`src/rtl/rom_bank_sel.sv`:
```
// rom_bank_sel: registered upper-ROM select register and bank read mux for the CPC &DFxx space.
// Optional macro ROMSEL_LOCK_EN adds lock_i / lock_err_o to block writes while the supervisor pins the selection.
`default_nettype none

module rom_bank_sel #(
  parameter int DATA_W   = 8,
  parameter int NUM_ROMS = 16,
  parameter int IDX_W    = 4
) (
  input  logic                         clk_i,
  input  logic                         rst_n_i,
`ifdef ROMSEL_LOCK_EN
  input  logic                         lock_i,
  output logic                         lock_err_o,
`endif
  input  logic                         wr_i,
  input  logic [7:0]                   wr_d_i,
  input  logic [NUM_ROMS-1:0]          present_i,
  input  logic                         rd_i,
  input  logic [NUM_ROMS*DATA_W-1:0]   d_flat_i,
  output logic [DATA_W-1:0]            d_o,
  output logic                         valid_o,
  output logic [IDX_W-1:0]             sel_o,
  output logic [7:0]                   raw_o
);

  // 9 bits so that NUM_ROMS=256 compares correctly against an 8-bit value.
  localparam logic [8:0] ROM_LIMIT = 9'(NUM_ROMS);

  logic [DATA_W-1:0] banks [NUM_ROMS];
  logic              in_range;
  logic              fitted;
  logic              wr_en;
  logic [IDX_W-1:0]  mapped_sel;

  for (genvar n = 0; n < NUM_ROMS; n++) begin : g_unpack
    assign banks[n] = d_flat_i[n*DATA_W +: DATA_W];
  end

  always_comb begin
    in_range   = ({1'b0, wr_d_i} < ROM_LIMIT);
    fitted     = present_i[wr_d_i[IDX_W-1:0]];
    mapped_sel = (in_range && fitted) ? wr_d_i[IDX_W-1:0] : '0;
`ifdef ROMSEL_LOCK_EN
    wr_en      = wr_i && !lock_i;
`else
    wr_en      = wr_i;
`endif
  end

  // Read uses the pre-edge sel_o, so a same-cycle write affects only later reads.
  always_ff @(posedge clk_i or negedge rst_n_i) begin
    if (!rst_n_i) begin
      d_o     <= '0;
      valid_o <= 1'b0;
      sel_o   <= '0;
      raw_o   <= '0;
    end else begin
      valid_o <= rd_i;
      if (rd_i) begin
        d_o <= banks[sel_o];
      end
      if (wr_en) begin
        raw_o <= wr_d_i;
        sel_o <= mapped_sel;
      end
    end
  end

`ifdef ROMSEL_LOCK_EN
  always_ff @(posedge clk_i or negedge rst_n_i) begin
    if (!rst_n_i) begin
      lock_err_o <= 1'b0;
    end else begin
      lock_err_o <= wr_i && lock_i;
    end
  end
`endif

endmodule

`default_nettype wire

```
`config.mk`:
```
export PLATFORM = sky130hd
export DESIGN_NAME = rom_bank_sel
export DESIGN_NICKNAME = d
export VERILOG_FILES = /design/src/rtl/rom_bank_sel.sv
export SDC_FILE = /design/constraint.sdc
export NUM_CORES = 1
export LEC_CHECK = 0
export CAP_MARGIN = 15
export CORE_ASPECT_RATIO = 1.5
export CORE_UTILIZATION = 32
export CTS_CLUSTER_DIAMETER = 100
export DETAILED_ROUTE_END_ITERATION = 16
export PLACE_DENSITY = 0.9
export RECOVER_POWER = 50
export REMOVE_ABC_BUFFERS = 1
export SLEW_MARGIN = 30
export SYNTH_ARGS = -nofsm -noshare
export SYNTH_HDL_FRONTEND = slang
export SYNTH_SLANG_ARGS = --single-unit
```
`constraint.sdc`:
```
create_clock -name clk_i -period 1.88 [get_ports clk_i]
set_input_delay 0.564 -clock clk_i [delete_from_list [all_inputs] [get_ports clk_i]]
set_output_delay 0.564 -clock clk_i [all_outputs]
set_load 0.005 [all_outputs]
```
==> impl_metrics.py, run 1 <==
metrics = {
    "layout": {
        "design_area_mm2": 0.00402,
        "num-fill-cells": 483,
        "layout-drive-gt1-share_pct": 16.0,
        "num_antenna_cells": 0,
        "nets": 488,
        "syn2layout_area_growth_pct": 94.8,
    },
    "power_and_ir_drop": {
        "ir_drop_mv": 0.318,
        "p_leak_nw": 1.61,
        "power_mw": 1.46,
        "power-per-cell-area_mw_per_mm2": 363,
    },
    "timing": {
        "max_freq_mhz": 551,
        "setup_viol": 0,
        "skew_ns": 0.000906,
        "period_share_pct": 96.6,
        "hold_viol": 0,
        "post-route-min-period_ns": 1.82,
        "grt_setup_unrepaired": "true",
        "worstMarginPinSlew_ns": 0.522,
        "slew_violations": 0,
        "maxSlewHeadroom_pct": 65.2,
    },
    "outcome": {
        "outcome": "completed",
    },
    "detailed_routing": {
        "ant_nets": 0,
        "drt-total-wl_um": 7350,
        "avgViaCountPerCell": 5.22,
        "drt_pass1_iterations": 4,
        "drc_errors": 0,
        "route.detailed.wl_per_inst_um": 18.2,
        "first_iter_violations": 34,
        "num_vias": 2115,
    },
    "floorplanning": {
        "rows": 35,
        "ios": 177,
        "start_util_pct": 33.4,
        "core_mm2": 0.00617,
        "dieArea_mm2": 0.00678,
        "die_w_um": 67.6,
        "die_height_um": 100,
    },
    "global_routing": {
        "antenna_found_initial": 0,
        "grtUsageMet2_pct": 44.9,
        "grtUsageMet3_pct": 4.66,
        "overflow": 0,
        "grt_max_degree": 22,
        "grt.total_usage_pct": 21.5,
        "use_met1_pct": 18.5,
        "grt_pass1_wl_um": 10700,
        "grt_most_used_layer": "met2",
        "grt_pass1_vias": 2351,
    },
    "critical_path": {
        "rr_startpoint": "sel_o[0]",
        "worstSetupEndpointType": "output pin",
        "worstSetupStartpoint": "sel_o[2]",
        "critical_path_buf_inv_count": 1,
        "startpoint_type": "register",
        "crit_cells": 1,
        "reg2reg_to": "d_o[0]",
        "critPathMaxFanout": 4,
        "slowest_delay_ns": 0.54,
        "worst-setup-path-type": "register to output pin",
        "reg2reg_slack_ns": 0.08,
        "critPathTopFamily": "buffers and inverters",
        "crit_chain": "clkdlybuf4s50_1",
        "slowest_stage": "clkdlybuf4s50_1",
        "reg2reg_depth": 6,
        "required_ns": 1.32,
        "crit_arrival_ns": 1.25,
        "critPathCapture": "sel_o[2]",
    },
    "clocking": {
        "cts_tree": "done",
        "cts_max_level": 1,
        "hold_buffers": 0,
        "cts_sinks": 21,
        "numCtsBuffers": 3,
        "cts.reportedPaths.clkPinSlew_ns": 0.07,
        "clockRootBuffer": "clkbuf_8",
        "clockBufferDepth": 2,
        "clock_latency_ns": 0.25,
    },
    "job": {
        "max_cap_violations": 0,
    },
    "place": {
        "place_hpwl_um": 6050,
        "port_buffers": 176,
        "post_dp_cell_area_mm2": 0.00393,
        "routabilityCongestion": 0.774,
    },
    "synth": {
        "syn_area_per_cell_um2": 13.8,
        "yosys_warnings": 0,
        "netlist_area_mm2": 0.00206,
        "synthCells": 149,
        "yosysSeqAreaShare_pct": 25.5,
        "synth_cell_types": 27,
        "synth-seq-cells": 21,
    },
    "min_path": {
        "hold_path.class": "register to register",
    },
}
==> state kept, by name, summed over array words and instances, names as in the netlist <==
name,count
d_o,8
raw_o,8
sel_o,4
valid_o,1
==> cell families after synthesis <==
kind of cell | synth area share, %
muxes | 53.7
buffers and inverters | 7.40
AOI/OAI and AO/OA | 10.1
DFF | 25.5
and+or+nand+nor | 3.34
==> area by class of cell <==
class / instances / area [µm²] / area share (%)
flip-flops and latches: 21 / 527 / 13.1
inverters: 17 / 63.8 / 1.59
repair buffers: 191 / 1900 / 47.4
multi-input cells: 98 / 1390 / 34.5
clock buffers: 4 / 45.0 / 1.12
well taps: 74 / 92.6 / 2.30
==> how the worst min path moves through the flow <==
stage               end  startpoint  cells past startpoint
2_1_floorplan    d_o[0]     rst_n_i                      0
3_3_place_gp   raw_o[3]    raw_o[3]                      1
3_5_place_dp     d_o[0]      d_o[0]                      2
4_1_cts          d_o[0]      d_o[0]                      2
5_1_grt          d_o[5]      d_o[5]                      2
6_report         d_o[0]      d_o[0]                      2
==> per-stage QoR <==
step           utilization (%)  setup TNS (ns)  hold WS [ns]  setup WS [ns]  std cells
2_1_floorplan                -           -3.61         0.268         -0.454        136
3_3_place_gp              63.6           -2.25         0.491         -0.435        397
3_5_place_dp              63.6           -2.76         0.500         -0.489        397
4_1_cts                   65.3               0         0.519         0.0472        405
5_1_grt                   65.1         -0.0134         0.542        -0.0109        405
6_report                  65.1               0         0.514         0.0645        405
==> cells in the mapped netlist (all sizes together) <==
master / n / area [µm²]
nor2: 1 / 3.75
nand4b: 2 / 17.5
o22a: 8 / 77.6
mux2: 6 / 67.6
nor2b: 1 / 6.26
clkbuf: 3 / 11.3
nand2b: 1 / 6.26
mux2i: 20 / 200
a22oi: 1 / 7.51
mux4: 34 / 841
nor4: 1 / 6.26
nand2: 6 / 22.5
nand4: 1 / 6.26
o221ai: 3 / 26.3
inv: 17 / 63.8
o2111ai: 1 / 8.76
o311a: 1 / 10.0
o21ai: 11 / 77.6
buf: 10 / 77.6
dfrtp: 21 / 526
==> layout by cell type (no fill, tap or decap), types with 2 or more instances in the layout <==
cell type,synthesis,final
nand2_1,6,6
o221ai_1,3,3
nand4b_1,2,2
dfrtp_1,21,20
mux4_1,20,19
o21ai_2,6,6
o22a_2,6,6
o21ai_1,2,2
o22a_1,2,2
o21ai_0,3,3
dlygate4sd3_1,0,2
clkbuf_8,0,3
inv_1,16,16
clkdlybuf4s50_1,0,173
clkbuf_1,3,2
buf_4,1,11
mux2i_1,20,20
mux4_2,14,15
mux2_2,6,6
==> layer usage <==
metal	part of all wire (%)	wire [µm]
met2	61	4450
met4	2.1	151
met3	8.6	631
met5	0	0
met1	29	2110
==> power breakdown <==
part | internal [mW] | total [mW] | switching, mW
combinational | 0.483 | 0.655 | 0.173
clock | 0.151 | 0.293 | 0.142
sequential | 0.491 | 0.513 | 0.0213
total | 1.12 | 1.46 | 0.336
==> what timing repair did <==
action                                  4_1_cts  5_1_grt
pin swaps                                     0        0
cloned                                        1        0
buffers inserted                              3        0
resized for setup                             2        1
endpoints found under the setup margin        5        3
No activity file was read; power rests on OpenSTA's default activity.
==> run 2: changes to the inputs <==
Settings changed: GPL_TIMING_DRIVEN from default to 0, PLACE_DENSITY 0.9 to default, PLACE_DENSITY_LB_ADDON from default to 0.25, SKIP_LAST_GASP from default to 1.
==> impl_metrics.py, run 2 (synthesis gave the netlist of run 1 again) <==
metrics = {
    "outcome": {
        "outcome": "completed",
    },
    "clocking": {
        "cts_sinks": 21,
        "cts.reportedPaths.clkPinSlew_ns": 0.07,
        "numCtsBuffers": 3,
        "cts_max_level": 1,
        "clock_latency_ns": 0.25,
        "clockRootBuffer": "clkbuf_8",
        "cts_tree": "done",
        "hold_buffers": 0,
        "clockBufferDepth": 2,
    },
    "timing": {
        "skew_ns": 0.00375,
        "setup_ws_ns": 0.0372,
        "maxSlewHeadroom_pct": 28.4,
        "max_freq_mhz": 543,
        "period_share_pct": 98.0,
        "setup_viol": 0,
        "worstMarginPinSlew_ns": 1.07,
        "hold_viol": 0,
        "post-route-min-period_ns": 1.84,
        "slew_violations": 0,
        "setup_tns_ns": 0,
    },
    "power_and_ir_drop": {
        "p_leak_nw": 1.58,
        "ir_drop_mv": 0.330,
        "power-per-cell-area_mw_per_mm2": 362,
    },
    "critical_path": {
        "reg2reg_to": "d_o[0]",
        "worst-setup-path-type": "primary input to register",
        "crit_arrival_ns": 2.00,
        "worstSetupEndpointType": "register",
        "rr_startpoint": "sel_o[0]",
        "startpoint_type": "primary input",
        "reg2reg_depth": 6,
        "reg2reg_slack_ns": 0.10,
        "required_ns": 2.04,
        "critPathMaxFanout": 6,
    },
    "floorplanning": {
        "die_height_um": 100,
        "rows": 35,
        "dieArea_mm2": 0.00678,
        "core_mm2": 0.00617,
        "start_util_pct": 33.4,
        "ios": 177,
        "die_w_um": 67.6,
    },
    "detailed_routing": {
        "num_vias": 2064,
        "route.detailed.wl_per_inst_um": 18.6,
        "drc_errors": 0,
        "avgViaCountPerCell": 5.19,
        "first_iter_violations": 41,
        "drt-total-wl_um": 7380,
        "ant_nets": 0,
        "drt_pass1_iterations": 4,
    },
    "global_routing": {
        "grt.total_usage_pct": 20.9,
        "grt_max_degree": 22,
        "antenna_found_initial": 0,
        "grt_pass1_vias": 2167,
        "overflow": 0,
        "grt_pass1_wl_um": 10600,
    },
    "layout": {
        "syn2layout_area_growth_pct": 93.2,
        "num_antenna_cells": 0,
        "fin_cells": 398,
        "final_common_cell": "clkdlybuf4s50_1",
        "layout-drive-gt1-share_pct": 15.4,
        "layout_common_cells": "172 x clkdlybuf4s50_1, 20 x mux4_1, 20 x mux2i_1",
        "nets": 481,
        "reg.largest.list": "d_o: 8 flops, raw_o: 8 flops, sel_o: 4 flops",
    },
    "place": {
        "port_buffers": 176,
        "place_hpwl_um": 5790,
        "place_ws_ns": -0.652,
        "dp.cells": 387,
        "routabilityCongestion": 0.785,
    },
    "job": {
        "max_cap_violations": 0,
    },
    "min_path": {
        "hold_path.class": "primary input to async pin",
    },
}
## run 2: layout make-up
cell class,instances,area [µm²]
clock inverter,1,5.00
inverter,17,63.8
clock buffer,3,41.3
timing repair buffer,184,1840
sequential,21,531
multi-input combinational,98,1420
tap,74,92.6
fill,516,2190
## run 2: metal layers
metal / vias to the layer above / global-route usage, % / wire [µm]
met5: - / 0 / 0
met1: 975 / 21.0 / 2600
met2: 109 / 42.0 / 4010
met3: 8 / 2.95 / 673
li1: 972 / - / -
met4: 0 / 5.07 / 100
## run 2: metrics by stage
step                power, mW  instance area (µm²)  utilization, %  hold WS (ns)
detailed placement       1.16                 3850            62.4         0.495
global placement         1.15                 3830            62.0         0.491
finish                   1.44                 3990            64.6         0.483
global route             1.53                 3990            64.6         0.534
CTS                      1.46                 4010            64.9         0.514
floorplan               0.702                 1970               -         0.268
## run 2: timing repair
item                       4_1_cts  5_1_grt
gates cloned                     1        0
pin swaps                        0        1
gates resized for setup          7        2
hold endpoints to repair         0        0
setup endpoints to repair       14        6
buffers inserted                 7        0
## run 2: critical path, stage by stage
cell             delay (ns)
clkdlybuf4s50_1        0.51
nor2b_1                0.20
a22oi_1                0.32
o2111ai_4              0.20
o221ai_1               0.20
## run 2: how the worst max path moves through the flow
stage              start        to  slack [ns]  depth (start not counted)
2_1_floorplan   sel_o[0]    d_o[0]       -0.45                          4
3_3_place_gp    sel_o[0]  sel_o[0]       -0.97                          1
3_5_place_dp   wr_d_i[0]  sel_o[1]       -0.65                          4
4_1_cts         sel_o[0]    d_o[5]        0.03                          6
5_1_grt        wr_d_i[2]  sel_o[0]       -0.05                          5
6_report       wr_d_i[2]  sel_o[1]        0.04                          5
## run 2: power breakdown
group / switching, mW / total [mW] / internal [mW]
clock: 0.135 / 0.282 / 0.147
combinational: 0.176 / 0.649 / 0.473
sequential: 0.0206 / 0.512 / 0.492
